## config.mk

```make
export PLATFORM = sky130hd
export DESIGN_NAME = jtag_shift_engine_flat
export DESIGN_NICKNAME = d
export VERILOG_FILES = /design/src/rtl/jtag_shift_engine_if.sv /design/src/rtl/jtag_shift_engine.sv /design/src/flat_wrapper.sv
export SDC_FILE = /design/constraint.sdc
export NUM_CORES = 1
export LEC_CHECK = 0
export ABC_AREA = 1
export BUFFER_PORTS_ARGS = -buffer_cell sky130_fd_sc_hd__buf_2
export CAP_MARGIN = 5
export CORE_UTILIZATION = 45
export DETAILED_ROUTE_END_ITERATION = 8
export PLACE_DENSITY = 0.67
export SLEW_MARGIN = 20
export SYNTH_ARGS = -nofsm -noshare
export SYNTH_HDL_FRONTEND = slang
export SYNTH_SLANG_ARGS = --single-unit
```

## constraint.sdc

```tcl
create_clock -name clk -period 4.6 [get_ports clk]
set_input_delay 0.23 -clock clk [delete_from_list [all_inputs] [get_ports clk]]
set_output_delay 0.23 -clock clk [all_outputs]
set_load 0.01 [all_outputs]
```

## src/rtl/jtag_shift_engine_if.sv

```systemverilog
// Command port plus outbound/inbound byte streams of the JTAG shift
// engine; the transport side is master, the engine is slave.
interface jtag_shift_engine_if #(
   parameter int NB_BITS_W = 16
);
   logic                 cmd_valid;
   logic                 cmd_ready;
   logic [2:0]           cmd_op;
   logic [NB_BITS_W-1:0] cmd_nb_bits;
   logic                 cmd_done;
   logic                 cmd_err;
   logic                 out_valid;
   logic                 out_ready;
   logic [7:0]           out_data;
   logic                 in_valid;
   logic                 in_ready;
   logic [7:0]           in_data;

   modport master (
      output cmd_valid, cmd_op, cmd_nb_bits,
      input  cmd_ready, cmd_done, cmd_err,
      output out_valid, out_data,
      input  out_ready,
      input  in_valid, in_data,
      output in_ready
   );

   modport slave (
      input  cmd_valid, cmd_op, cmd_nb_bits,
      output cmd_ready, cmd_done, cmd_err,
      input  out_valid, out_data,
      output out_ready,
      output in_valid, in_data,
      input  in_ready
   );
endinterface

```

## src/rtl/jtag_shift_engine.sv

```systemverilog
// JTAG command engine: turns TAP commands and TDI/TMS byte streams
// into TCK/TMS/TDI waveforms and returns captured TDO bytes.
module jtag_shift_engine #(
   parameter int TCK_HALF_PERIOD = 4,
   parameter int NB_BITS_W       = 16
) (
   input  logic               clk,
   input  logic               rst,
   jtag_shift_engine_if.slave bus,
   output logic               tck,
   output logic               tms,
   output logic               tdi,
   input  logic               tdo
);

   localparam int TW =
      (TCK_HALF_PERIOD > 1) ? $clog2(TCK_HALF_PERIOD) : 1;
   localparam logic [TW-1:0] T_LAST = TW'(TCK_HALF_PERIOD - 1);
   localparam logic [NB_BITS_W-1:0] ONE = NB_BITS_W'(1);
   localparam logic [NB_BITS_W-1:0] TWO = NB_BITS_W'(2);
   localparam logic [1:0] OP_RESET = 2'd0;

   typedef enum logic [2:0] {
      S_IDLE, S_FETCH, S_LOW, S_HIGH, S_PUSH, S_DONE
   } state_e;

   state_e               state_q, state_d;
   logic [TW-1:0]        tmr_q, tmr_d;
   logic [NB_BITS_W-1:0] left_q, left_d;
   logic [2:0]           idx_q, idx_d;
   logic [2:0]           idx_nx;
   logic [7:0]           byte_q, byte_d;
   logic [7:0]           cap_q, cap_d;
   logic [1:0]           op_q, op_d;
   logic                 pend_q, pend_d;
   logic                 tck_q, tck_d;
   logic                 tms_q, tms_d;
   logic                 tdi_q, tdi_d;
   logic                 cmd_ready_q, cmd_ready_d;
   logic                 out_ready_q, out_ready_d;
   logic                 in_valid_q, in_valid_d;
   logic [7:0]           in_data_q, in_data_d;
   logic                 done_q, done_d;
   logic                 err_q, err_d;

   // Returns {tms, tdi}: scans put data on TDI, the rest on TMS.
   function automatic logic [1:0] pins(
      input logic [1:0] op,
      input logic       b,
      input logic       last
   );
      return op[1] ? {op[0] & last, b} : {b, 1'b0};
   endfunction

   assign idx_nx = idx_q + 3'd1;

   always_comb begin
      state_d   = state_q;
      tmr_d     = tmr_q;
      left_d    = left_q;
      idx_d     = idx_q;
      byte_d    = byte_q;
      cap_d     = cap_q;
      op_d      = op_q;
      pend_d    = pend_q;
      tck_d     = tck_q;
      tms_d     = tms_q;
      tdi_d     = tdi_q;
      in_data_d = in_data_q;
      done_d    = 1'b0;
      err_d     = 1'b0;
      unique case (state_q)
         S_IDLE: begin
            if (bus.cmd_valid && cmd_ready_q) begin
               op_d  = bus.cmd_op[1:0];
               idx_d = '0;
               tmr_d = '0;
               cap_d = '0;
               if (bus.cmd_op[2]) begin
                  err_d = 1'b1;
               end else if (bus.cmd_op[1:0] == OP_RESET) begin
                  // Five ones then a zero walks any TAP to Run-Test/Idle.
                  byte_d  = 8'h1f;
                  left_d  = NB_BITS_W'(6);
                  pend_d  = 1'b1;
                  state_d = S_LOW;
               end else if (bus.cmd_nb_bits == '0) begin
                  state_d = S_DONE;
               end else begin
                  left_d  = bus.cmd_nb_bits;
                  state_d = S_FETCH;
               end
            end
         end
         S_FETCH: begin
            if (bus.out_valid && out_ready_q) begin
               byte_d  = bus.out_data;
               cap_d   = '0;
               idx_d   = '0;
               tmr_d   = '0;
               {tms_d, tdi_d} =
                  pins(op_q, bus.out_data[0], left_q == ONE);
               state_d = S_LOW;
            end
         end
         S_LOW: begin
            if (pend_q) begin
               pend_d = 1'b0;
               {tms_d, tdi_d} = pins(op_q, byte_q[0], 1'b0);
            end else if (tmr_q == T_LAST) begin
               tmr_d        = '0;
               tck_d        = 1'b1;
               cap_d[idx_q] = tdo;
               state_d      = S_HIGH;
            end else begin
               tmr_d = tmr_q + TW'(1);
            end
         end
         S_HIGH: begin
            if (tmr_q == T_LAST) begin
               tmr_d  = '0;
               tck_d  = 1'b0;
               left_d = left_q - ONE;
               idx_d  = idx_nx;
               if (left_q == ONE) begin
                  tms_d = 1'b0;
                  tdi_d = 1'b0;
                  if (op_q[1]) begin
                     in_data_d = cap_q;
                     state_d   = S_PUSH;
                  end else begin
                     state_d = S_DONE;
                  end
               end else if (idx_q == 3'd7) begin
                  if (op_q[1]) begin
                     in_data_d = cap_q;
                     state_d   = S_PUSH;
                  end else begin
                     state_d = S_FETCH;
                  end
               end else begin
                  {tms_d, tdi_d} =
                     pins(op_q, byte_q[idx_nx], left_q == TWO);
                  state_d = S_LOW;
               end
            end else begin
               tmr_d = tmr_q + TW'(1);
            end
         end
         S_PUSH: begin
            if (in_valid_q && bus.in_ready) begin
               state_d = (left_q == '0) ? S_DONE : S_FETCH;
            end
         end
         S_DONE: begin
            done_d  = 1'b1;
            state_d = S_IDLE;
         end
         default: state_d = S_IDLE;
      endcase
      // Ready lags entry to IDLE by one edge so it follows cmd_done.
      cmd_ready_d = (state_d == S_IDLE) && (state_q == S_IDLE);
      out_ready_d = (state_d == S_FETCH);
      in_valid_d  = (state_d == S_PUSH);
   end

   always_ff @(posedge clk or posedge rst) begin
      if (rst) begin
         state_q     <= S_IDLE;
         tmr_q       <= '0;
         left_q      <= '0;
         idx_q       <= '0;
         byte_q      <= '0;
         cap_q       <= '0;
         op_q        <= '0;
         pend_q      <= 1'b0;
         tck_q       <= 1'b0;
         tms_q       <= 1'b0;
         tdi_q       <= 1'b0;
         cmd_ready_q <= 1'b1;
         out_ready_q <= 1'b0;
         in_valid_q  <= 1'b0;
         in_data_q   <= '0;
         done_q      <= 1'b0;
         err_q       <= 1'b0;
      end else begin
         state_q     <= state_d;
         tmr_q       <= tmr_d;
         left_q      <= left_d;
         idx_q       <= idx_d;
         byte_q      <= byte_d;
         cap_q       <= cap_d;
         op_q        <= op_d;
         pend_q      <= pend_d;
         tck_q       <= tck_d;
         tms_q       <= tms_d;
         tdi_q       <= tdi_d;
         cmd_ready_q <= cmd_ready_d;
         out_ready_q <= out_ready_d;
         in_valid_q  <= in_valid_d;
         in_data_q   <= in_data_d;
         done_q      <= done_d;
         err_q       <= err_d;
      end
   end

   assign tck           = tck_q;
   assign tms           = tms_q;
   assign tdi           = tdi_q;
   assign bus.cmd_ready = cmd_ready_q;
   assign bus.out_ready = out_ready_q;
   assign bus.in_valid  = in_valid_q;
   assign bus.in_data   = in_data_q;
   assign bus.cmd_done  = done_q;
   assign bus.cmd_err   = err_q;

endmodule

```

## src/flat_wrapper.sv

```systemverilog
// flat-port wrapper written by rule: the top's interface ports become plain ports
module jtag_shift_engine_flat 
#(
   parameter int TCK_HALF_PERIOD = 4,
   parameter int NB_BITS_W       = 16
)
  (clk, rst, tck, tms, tdi, tdo, bus_cmd_valid, bus_cmd_op, bus_cmd_nb_bits, bus_cmd_ready, bus_cmd_done, bus_cmd_err, bus_out_valid, bus_out_data, bus_out_ready, bus_in_valid, bus_in_data, bus_in_ready);
  jtag_shift_engine_if #(.NB_BITS_W(NB_BITS_W)) bus_i ();
  input  logic clk;
  input  logic rst;
  output logic tck;
  output logic tms;
  output logic tdi;
  input  logic tdo;
  input wire logic [$bits(bus_i.cmd_valid)-1:0] bus_cmd_valid;
  input wire logic [$bits(bus_i.cmd_op)-1:0] bus_cmd_op;
  input wire logic [$bits(bus_i.cmd_nb_bits)-1:0] bus_cmd_nb_bits;
  output wire logic [$bits(bus_i.cmd_ready)-1:0] bus_cmd_ready;
  output wire logic [$bits(bus_i.cmd_done)-1:0] bus_cmd_done;
  output wire logic [$bits(bus_i.cmd_err)-1:0] bus_cmd_err;
  input wire logic [$bits(bus_i.out_valid)-1:0] bus_out_valid;
  input wire logic [$bits(bus_i.out_data)-1:0] bus_out_data;
  output wire logic [$bits(bus_i.out_ready)-1:0] bus_out_ready;
  output wire logic [$bits(bus_i.in_valid)-1:0] bus_in_valid;
  output wire logic [$bits(bus_i.in_data)-1:0] bus_in_data;
  input wire logic [$bits(bus_i.in_ready)-1:0] bus_in_ready;
  assign bus_i.cmd_valid = bus_cmd_valid;
  assign bus_i.cmd_op = bus_cmd_op;
  assign bus_i.cmd_nb_bits = bus_cmd_nb_bits;
  assign bus_cmd_ready = bus_i.cmd_ready;
  assign bus_cmd_done = bus_i.cmd_done;
  assign bus_cmd_err = bus_i.cmd_err;
  assign bus_i.out_valid = bus_out_valid;
  assign bus_i.out_data = bus_out_data;
  assign bus_out_ready = bus_i.out_ready;
  assign bus_in_valid = bus_i.in_valid;
  assign bus_in_data = bus_i.in_data;
  assign bus_i.in_ready = bus_in_ready;
  jtag_shift_engine #(.TCK_HALF_PERIOD(TCK_HALF_PERIOD), .NB_BITS_W(NB_BITS_W)) u_core (.clk(clk), .rst(rst), .bus(bus_i), .tck(tck), .tms(tms), .tdi(tdi), .tdo(tdo));
endmodule
```

==> reports/metrics.yaml, run 1 <==
outcome:
  outcome: "complete, no violations"
grt:
  grt_pass1_wl_mm: 14.5
  first_global_vias: 3217
  grt.total_usage_pct: 21.9
  grt_max_degree: 60
  gr-total-overflow: 0
  antenna_found_initial: 0
synth:
  synth.top_cell.area_share_pct: 41.0
  synth_cells: 496
  syn-num-nets: 535
  yosysTopAreaCell: "dfrtp_1"
  ys_seq_elements: 59
  syn_area_um2: 3540
  synth.area.top_cells: "dfrtp_1 (41%), nand2_1 (13%), nor2_1 (8.0%), nand3_1 (6.7%), inv_1 (5.6%)"
  ys_warn_count: 0
  synth-edff-count: 0
  yosysUniqueCellTypes: 32
  syn_area_per_cell_um2: 7.13
  ys_seq_area_share_pct: 41.8
  dominantRegCellSynth: "dfrtp_1"
  async_flop_share_pct: 100
sta:
  timing.fmax_ghz: 0.493
  worst_pin_slew_ps: 766
  hold_viol_final: 0
  finalCritPeriodShare_pct: 44.1
  max_slew_margin_pct: 48.9
  hold_slack_ps: 95.1
  finClkSkew_ps: 10.2
  drv_slew: 0
  tns_ps: 0
  rsz0062_at_grt: "no"
  finalSetupViolCount: 0
  post-route-min-period_ps: 2030
cells_and_area:
  fin_area_um2: 4000
  regArea_um2: 1480
  multi_input_area_um2: 1740
  area_delta_synth_final_pct: 13.2
  final_nets: 585
  antennaDiodeCount: 0
  n_fill_cell: 732
  finalNonFillerCells: 650
  drive_above_1_share_pct: 19.4
pwr:
  pwr_density_cell_nw_per_um2: 537
  switching_share_pct: 45.1
  p_leak_nw: 2.07
  comb_power_share_pct: 44.2
  power.internal_w: 0.00118
  p_sw_w: 0.000970
  p_total_w: 0.00215
  clkPwrFrac_pct: 19.1
  ir_drop_uv: 240
  seqPwrFrac_pct: 36.8
run:
  max-cap-violations: 0
critical_path:
  startpoint_type: "flip-flop"
  path_class: "reg2reg"
  worstPathMaxFanout: 27
  cp.arrival_ps: 2260
  crit_start: "u_core.state_q[2]"
  r2r_start: "u_core.state_q[2]"
  endpoint_kind: "flip-flop"
  cp_data_required_time_ps: 4830
placement:
  hpwl_mm: 6.16
  place_congestion: 0.892
  place_area_um2: 3830
  portBuffers: 48
  placedCellCount: 634
die:
  dieArea_um2: 8220
  initial_core_util_pct: 47.7
  die_w_um: 90.6
  coreArea_um2: 7410
  io-pin-count: 49
  num_rows: 31
  die_h_um: 90.6
routing:
  drtIter0Drc: 187
  viasPerCell: 5.15
  ant_nets: 0
  routed_wl_mm: 8.26
  firstDrtPassIters: 4
  drc: 0
  wl_per_cell_um: 12.7
  vias: 3348
clock_network:
  cts_tree: "yes"
  cts_hold_buffers: 0
  numCtsBuffers: 9
  clk-insertion-delay-late_ps: 330
  clock-root-buffer: "clkbuf_8"
  h-tree-depth: 3
  post_cts_buffers: 0
  cts_resized: 0
  cts.sinks: 59
  cts.clk_slew.worst_paths_ps: 70
  clockBufferDepth: 2
worst_hold_path:
  hold_path_class: "in2async"
## worst paths after layout
kind,end,slack [ps],depth (start not counted)
min in group clk,u_core.byte_q[6],110,3
max in group asynchronous,u_core.state_q[2],3980,3
setup reg to reg,u_core.left_q[15],2570,12
hold reg to reg,u_core.bus.in_data[0],480,2
hold / removal,u_core.left_q[0],100,3
setup / recovery,u_core.left_q[15],2570,12
## per-layer routing
layer / track usage (%) / wire length (um) / share of wire (%)
met1: 27.4 / 3700 / 45
met2: 36.5 / 3940 / 48
met3: 4.29 / 402 / 4.9
met4: 9.95 / 221 / 2.7
met5: 0 / 0 / 0
## flip-flops by register name, summed over array words and instances (netlist names)
register,cells
u_core.bus.cmd_done,1
u_core.bus.cmd_err,1
u_core.bus.cmd_ready,1
u_core.bus.in_data,8
u_core.bus.in_valid,1
u_core.bus.out_ready,1
u_core.byte_q,8
u_core.cap_q,8
u_core.idx_q,3
u_core.left_q,16
u_core.op_q,2
u_core.pend_q,1
u_core.state_q,3
u_core.tck,1
u_core.tdi,1
u_core.tmr_q,2
u_core.tms,1
## cells in the mapped netlist (2+ instances only)
cell type	instances
a21oi_1	21
a21oi_2	3
buf_2	3
buf_6	4
clkbuf_1	2
dfrtp_1	58
ha_1	6
inv_1	53
inv_2	9
nand2_1	121
nand2_2	6
nand2_4	2
nand3_1	47
nand3_2	2
nand4_1	4
nor2_1	75
nor2_2	5
nor2_4	2
nor3_1	12
o21ai_0	27
o21ai_1	13
o21ai_2	9
o22ai_1	2
o31ai_1	2
## cell families after synthesis
logic type	share of synthesized area, %
simple gates	34.3
flops	41.8
compound gates	12.8
buf+inv	8.99
fa+ha+maj	2.12
## cells in the final DEF, fill, tap and decap left out, types with 2 or more instances in the layout
cell type  instances
buf_2             48
nor2_1            75
o21ai_0           27
nand3_2            2
nand3_1           47
o21ai_2            9
inv_2             10
clkbuf_8          10
ha_1               6
nand2_1          121
o31ai_1            2
a21oi_2            3
nand4_1            4
o21ai_1           13
o22ai_1            2
inv_1             52
a21oi_1           21
nor2_4             2
nor2_2             5
clkinv_2           4
dfrtp_1           58
nand2_2            6
nand2_4            2
nor3_1            12
## per-stage QoR
step / setup slack (ps) / utilization, %
6_report: 2570 / 54.0
5_1_grt: 2350 / 54.0
4_1_cts: 2580 / 54.0
3_5_place_dp: 2590 / 51.7
3_3_place_gp: 2660 / 51.7
2_1_floorplan: 2920 / -
## power groups by stage
stage	combinational [W]	clock [W]	sequential, W
after floorplan	0.000771	0	0.000775
after global placement	0.000924	0	0.000794
after detailed placement	0.000945	0	0.000797
after CTS	0.000947	0.000425	0.000789
after global routing	0.00109	0.000449	0.000809
final	0.000949	0.000410	0.000790
## area by class of cell
type	count	share of cell area, %
clock inverter	5	0.719
multi-input combinational	363	43.5
clock buffer	11	3.53
timing repair buffer	49	6.19
sequential	59	36.9
tap	99	3.09
inverter	64	6.06
## critical path: stages (launching register included)
cell and delay (ps):
dfrtp_1 400, inv_2 150, nand2_2 100, inv_4 100, nand2_4 170, nand2_2 110
inv_2 50, nor2_2 100, nand2_2 170, inv_2 330, nand2_1 90, nor2_1 110
nor2_1 40
(Power assumes the default switching activity.)
==> run 2, diff against run 1 <==
clock period = 1.9 ns   (was 4.6 ns; I/O delays follow)
==> run 2 against run 1 <==
Net effect: setup slack worse by 2400 ps; critical path depth stayed put; clock-buffer cell count is 2 lower; cell count is 2.2% higher; clock skew is 0.87 ps lower; wire length is 2.3% higher.
==> reports/metrics.yaml, run 2 (synthesized netlist as in run 1, its figures left out) <==
sta:
  finalCritPeriodShare_pct: 91.6  # +47 points
  drv_slew: 0  # unchanged
  post-route-min-period_ps: 1740  # -291 ps
  tns_ps: 0  # unchanged
  worst_pin_slew_ps: 569  # -197 ps
  finClkSkew_ps: 9.33  # -0.872 ps
  finalSetupViolCount: 0  # unchanged
  hold_viol_final: 0  # unchanged
  timing.fmax_ghz: 0.575  # +17%
  rsz0062_at_grt: "no"
  max_slew_margin_pct: 62.0  # +13 points
clock_network:
  cts.clk_slew.worst_paths_ps: 70  # about the same
  clk-insertion-delay-late_ps: 340  # about the same
  h-tree-depth: 3  # unchanged
  cts_tree: "yes"
  post_cts_buffers: 0  # unchanged
  clockBufferDepth: 2  # unchanged
  clock-root-buffer: "clkbuf_8"
  cts.sinks: 59  # unchanged
  numCtsBuffers: 9  # unchanged
placement:
  portBuffers: 48  # unchanged
  place_congestion: 0.934  # +4.7%
  hpwl_mm: 6.50  # +5.5%
routing:
  dr_wl_met3_um: 296  # -26%
  routed_wl_mm: 8.46  # +2.3%
  drc: 0  # unchanged
  wl_met1_mm: 3.72  # +0.57%
  firstDrtPassIters: 4  # unchanged
  dr.max_layer_used: "met4"
  vias: 3353  # +0.15%
  wl_per_cell_um: 12.7  # +0.18%
  viasPerCell: 5.05  # -2.0%
  drtIter0Drc: 147  # -21%
  ant_nets: 0  # unchanged
  wl_met2_mm: 4.33  # +9.9%
die:
  die_h_um: 90.6  # unchanged
  coreArea_um2: 7410  # unchanged
  die_w_um: 90.6  # unchanged
  num_rows: 31  # unchanged
  initial_core_util_pct: 47.7  # unchanged
  io-pin-count: 49  # unchanged
  dieArea_um2: 8220  # unchanged
grt:
  antenna_found_initial: 0  # unchanged
  grt_pass1_wl_mm: 14.8  # +1.9%
  gr-total-overflow: 0  # unchanged
  grt.total_usage_pct: 22.6  # +0.67 points
  first_global_vias: 3292  # +2.3%
  grt_max_degree: 36  # -40%
critical_path:
  worstPathMaxFanout: 16  # -41%
  startpoint_type: "flip-flop"
  path_class: "reg2reg"
  cp.arrival_ps: 2000  # -260 ps
  r2r_slack_ps: 160  # -2410 ps
  endpoint_kind: "flip-flop"
  r2r-end: "u_core.left_q[9]"
  r2r_cells: 12  # unchanged
  r2r_start: "u_core.state_q[2]"
  cp_data_required_time_ps: 2160  # -2670 ps
pwr:
  comb_power_share_pct: 45.4  # +1.2 points
  p_sw_w: 0.00240  # +150%
  p_total_w: 0.00547  # +150%
  seqPwrFrac_pct: 35.0  # -1.8 points
  pwr_density_cell_nw_per_um2: 1310  # +140%
  switching_share_pct: 43.8  # -1.3 points
  clkPwrFrac_pct: 19.6  # +0.5 points
  p_leak_nw: 2.15  # +3.9%
  ir_drop_uv: 680  # +180%
  power.internal_w: 0.00307  # +160%
cells_and_area:
  layout_common_cells: "nand2_1 (121), nor2_1 (71), dfrtp_1 (58)"
  area_delta_synth_final_pct: 18.1
  final_nets: 600  # +2.6%
  drive_above_1_share_pct: 21.2  # +1.8 points
  largest_reg_flops: 16  # unchanged
  antennaDiodeCount: 0  # unchanged
  largest-register: "u_core.left_q"
  layout_commonest_cell: "nand2_1"
worst_hold_path:
  min_path_cells: 3
  worstHoldStart: "bus_out_data[3]"
  whs_endpoint: "u_core.byte_q[3]"
  hold_path_class: "in2reg"
outcome:
  outcome: "complete, no violations"
run:
  max-cap-violations: 0  # unchanged
## run 2: timing repair
item | CTS | global route
gates resized for setup | 0 | 5
hold buffers | 6 | 0
endpoints found under the hold margin | 29 | 0
endpoints found under the setup margin | 0 | 12
## run 2: worst max-delay path, cell delays in order (launching register included)
cell,delay [ps]
dfrtp_1,400
inv_2,150
nand2_2,90
inv_4,100
nand2_4,140
nand2_2,100
inv_2,40
nor2_2,100
nand2_2,60
inv_2,150
buf_12,160
nand3_1,80
o21ai_1,80
## run 2: stage by stage
stage          cells  hold slack, ps  util, %  setup WS, ps  cell area [um^2]
6_report         664            15.0     56.4           161              4180
3_5_place_dp     643             189     53.0           109              3930
2_1_floorplan    496             216        -           350              3540
4_1_cts          664            11.0     56.2          89.3              4170
3_3_place_gp     643             187     53.0           187              3930
5_1_grt          664            19.0     56.4          1.36              4180
## run 2: area by class of cell
| cell class | count | area, um^2 |
|---|---|---|
| flip-flops and latches | 59 | 1480 |
| fillers | 705 | 3230 |
| clock buffers | 9 | 124 |
| repair buffers | 64 | 400 |
| clock inverters | 6 | 57.6 |
| inverters | 64 | 243 |
| well taps | 99 | 124 |
| multi-input cells | 363 | 1750 |
## run 2: worst max path at each step
stage / from / endpoint / slack (ps)
final: u_core.state_q[2] / u_core.left_q[9] / 160
after global routing: u_core.state_q[2] / u_core.left_q[9] / 1
after CTS: u_core.left_q[0] / u_core.left_q[14] / 90
after detailed placement: u_core.left_q[0] / u_core.left_q[14] / 110
after global placement: u_core.left_q[0] / u_core.left_q[12] / 190
after floorplan: rst / u_core.bus.cmd_done / 350
## run 2: power groups by stage
stage | sequential [W] | clock (W) | combinational (W)
2_1_floorplan | 0.00188 | 0 | 0.00187
3_3_place_gp | 0.00192 | 0 | 0.00240
3_5_place_dp | 0.00193 | 0 | 0.00243
4_1_cts | 0.00191 | 0.00111 | 0.00246
5_1_grt | 0.00196 | 0.00117 | 0.00282
6_report | 0.00191 | 0.00107 | 0.00248
## run 2: layer usage
layer,vias to the layer above,GRT usage [%]
met4,0,8.47
met1,1559,26.4
met2,66,40.0
li1,1718,-
met3,10,5.13
met5,-,0
==> run 3, diff against run 2 <==
ABC_AREA = default   (was 1)
PLACE_DENSITY = 0.68   (was 0.67)
==> run 3 against run 2 <==
Net effect: the flow now finishes with violations (negative setup slack); sequential power fell by 34%; clock power grew 21%; cell count decreased by 19%; die area decreased by 9.6%; design area is 5.6% higher; hold slack lost 10 ps; via count fell by 9.1%; wire length increased by 5.7%; global-route usage increased by 2.1 points; first-iteration DRC count is 32% higher; critical endpoint is now u_core.bus.out_ready; largest cell class unchanged.
==> reports/metrics.yaml, run 3 <==
routing:
  viasPerCell: 5.67  # +12%
  ant_nets: 0  # unchanged
  routed_wl_mm: 8.94  # +5.7%
  wl_per_cell_um: 16.6  # +31%
  drc: 0  # unchanged
  vias: 3047  # -9.1%
  drtIter0Drc: 194  # +32%
  firstDrtPassIters: 5  # +1
die:
  coreArea_um2: 6830  # -7.8%
  io-pin-count: 49  # unchanged
  die_w_um: 86.2  # -4.9%
  dieArea_um2: 7430  # -9.6%
  initial_core_util_pct: 46.7  # -1.1 points
  num_rows: 30  # -3.2%
  die_h_um: 86.2  # -4.9%
sta:
  post-route-min-period_ps: 2130  # +390 ps
  rsz0062_at_grt: "yes"
  drv_slew: 0  # unchanged
  tns_ps: -2350  # -2350 ps
  worst_pin_slew_ps: 658  # +89.5 ps
  finClkSkew_ps: 9.59  # +0.261 ps
  hold_viol_final: 0  # unchanged
  max_slew_margin_pct: 55.0  # -7.0 points
  finalSetupViolCount: 14  # +14
  setup_ws_ps: -229  # -390 ps
  finalCritPeriodShare_pct: 112  # +21 points
  timing.fmax_ghz: 0.470  # -18%
critical_path:
  crit_chain: "or4_4, nor4_4, buf_4, buf_4, o211ai_1, o211ai_2, nor3b_2"
  worstPathMaxFanout: 4  # -12
  r2r_slack_ps: -230  # -390 ps
  r2r_start: "u_core.left_q[8]"
  cp_slowest_stage_delay_ps: 560  # +160 ps
  r2r_cells: 7  # -5
  r2r-end: "u_core.bus.out_ready"
  cp_slowest_cell: "or4_4"
  cp.arrival_ps: 2380  # +380 ps
  cp_data_required_time_ps: 2150  # about the same
  path_class: "reg2reg"
  cpMostUsedCell: "buf_4"
  endpoint_kind: "flip-flop"
  startpoint_type: "flip-flop"
worst_hold_path:
  hold_path_class: "in2reg"
  worstHoldStart: "bus_out_data[1]"
  min_path_cells: 2  # -1
  whs_endpoint: "u_core.byte_q[1]"
synth:
  ys_seq_area_share_pct: 46.4  # +4.6 points
  yosysTopAreaCell: "dfrtp_1"
  async_flop_share_pct: 100  # unchanged
  ys_seq_elements: 59  # unchanged
  syn-num-nets: 364  # -32%
  synth.area.top_cells: "dfrtp_1 (46%), o21ai_0 (6.0%), a21oi_1 (3.9%), mux2_2 (3.9%), a22oi_1 (2.4%)"
  synthTopCellsByCount: "dfrtp_1 (58), o21ai_0 (38), a21oi_1 (25), nor2_1 (20), inv_1 (15)"
  dominantRegCellSynth: "dfrtp_1"
  ys_warn_count: 0  # unchanged
  synth_cells: 325  # -34%
  synth-edff-count: 0  # unchanged
  yosysMostFrequentCell: "dfrtp_1"
  syn_area_per_cell_um2: 9.81  # +38%
  syn_area_um2: 3190  # -9.8%
  synth.top_cell.area_share_pct: 45.5  # +4.5 points
  yosysUniqueCellTypes: 57  # +78%
outcome:
  outcome: "finished with violations"
  violations: "negative setup slack"
clock_network:
  clk-insertion-delay-late_ps: 340  # about the same
  cts.clk_slew.worst_paths_ps: 70  # about the same
  clock-root-buffer: "clkbuf_8"
  h-tree-depth: 3  # unchanged
  cts.sinks: 59  # unchanged
  clockBufferDepth: 2  # unchanged
  cts_tree: "yes"
  numCtsBuffers: 9  # unchanged
cells_and_area:
  finalNonFillerCells: 537  # -19%
  layout_common_cells: "buf_4 (59), dfrtp_1 (57), buf_2 (48)"
  largest-register: "u_core.left_q"
  fin_area_um2: 4410  # +5.6%
  final_nets: 475  # -21%
  n_fill_cell: 569  # -19%
  area_delta_synth_final_pct: 38.3
  layout_commonest_cell: "buf_4"
  largest_reg_flops: 16  # unchanged
  drive_above_1_share_pct: 40.4  # +19 points
  antennaDiodeCount: 0  # unchanged
pwr:
  p_total_w: 0.00265  # -51%
  pwr_density_cell_nw_per_um2: 602  # -54%
  ir_drop_uv: 412  # -39%
  p_leak_nw: 2.02  # -6.1%
placement:
  placedCellCount: 512  # -20%
  hpwl_mm: 6.37  # -2.1%
  portBuffers: 48  # unchanged
  place_ws_ps: -313  # -422 ps
  place_area_um2: 3980  # +1.3%
  place_congestion: 0.909  # -2.7%
run:
  max-cap-violations: 0  # unchanged
grt:
  grt_pass1_wl_mm: 14.1  # -4.8%
  gr-total-overflow: 0  # unchanged
  first_global_vias: 2893  # -12%
  grt.total_usage_pct: 24.7  # +2.1 points
  antenna_found_initial: 0  # unchanged
  grt_max_degree: 29  # -19%
run 3: routing by layer:
metal  share of wire, %  track usage, %  vias to the layer above
met5                  0               0                        -
met4                1.3            8.18                        0
met3                5.0            3.71                       13
met2                 48            39.0                      112
met1                 46            34.9                     1462
li1                   -               -                     1460
run 3: worst max path at each step:
stage	cells after the start	from	slack (ps)	end
floorplan	5	u_core.left_q[6]	-240	u_core.bus.in_data[0]
global placement	7	u_core.left_q[1]	-260	u_core.bus.in_data[0]
detailed placement	7	u_core.left_q[1]	-310	u_core.bus.in_data[0]
CTS	5	u_core.left_q[8]	-220	u_core.bus.in_data[4]
global route	7	u_core.left_q[8]	-290	u_core.bus.out_ready
finish	7	u_core.left_q[8]	-230	u_core.bus.out_ready
run 3: layout make-up:
type,instances,area (um^2),share of cell area (%)
multi-input cells,234,1720,39.1
flip-flops and latches,59,1480,33.5
repair buffers,117,806,18.3
clock buffers,9,124,2.81
well taps,96,120,2.72
clock inverters,7,101,2.30
inverters,15,56.3,1.28
run 3: cell families after synthesis:
group / Yosys count / synth area share, %
AO/OA/AOI/OAI: 124 / 26.0
AND/OR/NAND/NOR: 89 / 15.5
flip-flops: 59 / 46.4
adder cells (fa/ha/maj): 6 / 2.35
multiplexers: 15 / 5.93
buffers and inverters: 32 / 3.89
run 3: critical path: cells and delay by family, from the launching register on:
kind,cells,cell delay [ps]
compound gates,2,310
buf+inv,2,300
flops,1,390
simple gates,3,1050
run 3: timing repair:
| action | in CTS | in global routing |
|---|---|---|
| pin swaps | 7 | 7 |
| hold endpoints to repair | 24 | 0 |
| endpoints found under the setup margin | 17 | 28 |
| hold buffers | 6 | 0 |
| buffers inserted | 2 | 1 |
| gates resized for setup | 14 | 26 |
run 3: per-stage QoR:
| step | hold slack, ps | utilization [%] |
|---|---|---|
| finish | 4.53 | 64.5 |
| global route | 3.15 | 64.5 |
| global placement | 154 | 58.2 |
| floorplan | 224 | - |
| detailed placement | 145 | 58.2 |
| CTS | 1.96 | 63.6 |
run 3: power by group:
part	leakage (nW)	internal, W	switching [W]
registers	0.766	0.00126	0.00000321
logic	1.15	0.0000444	0.0000569
clock network	0.106	0.000746	0.000541
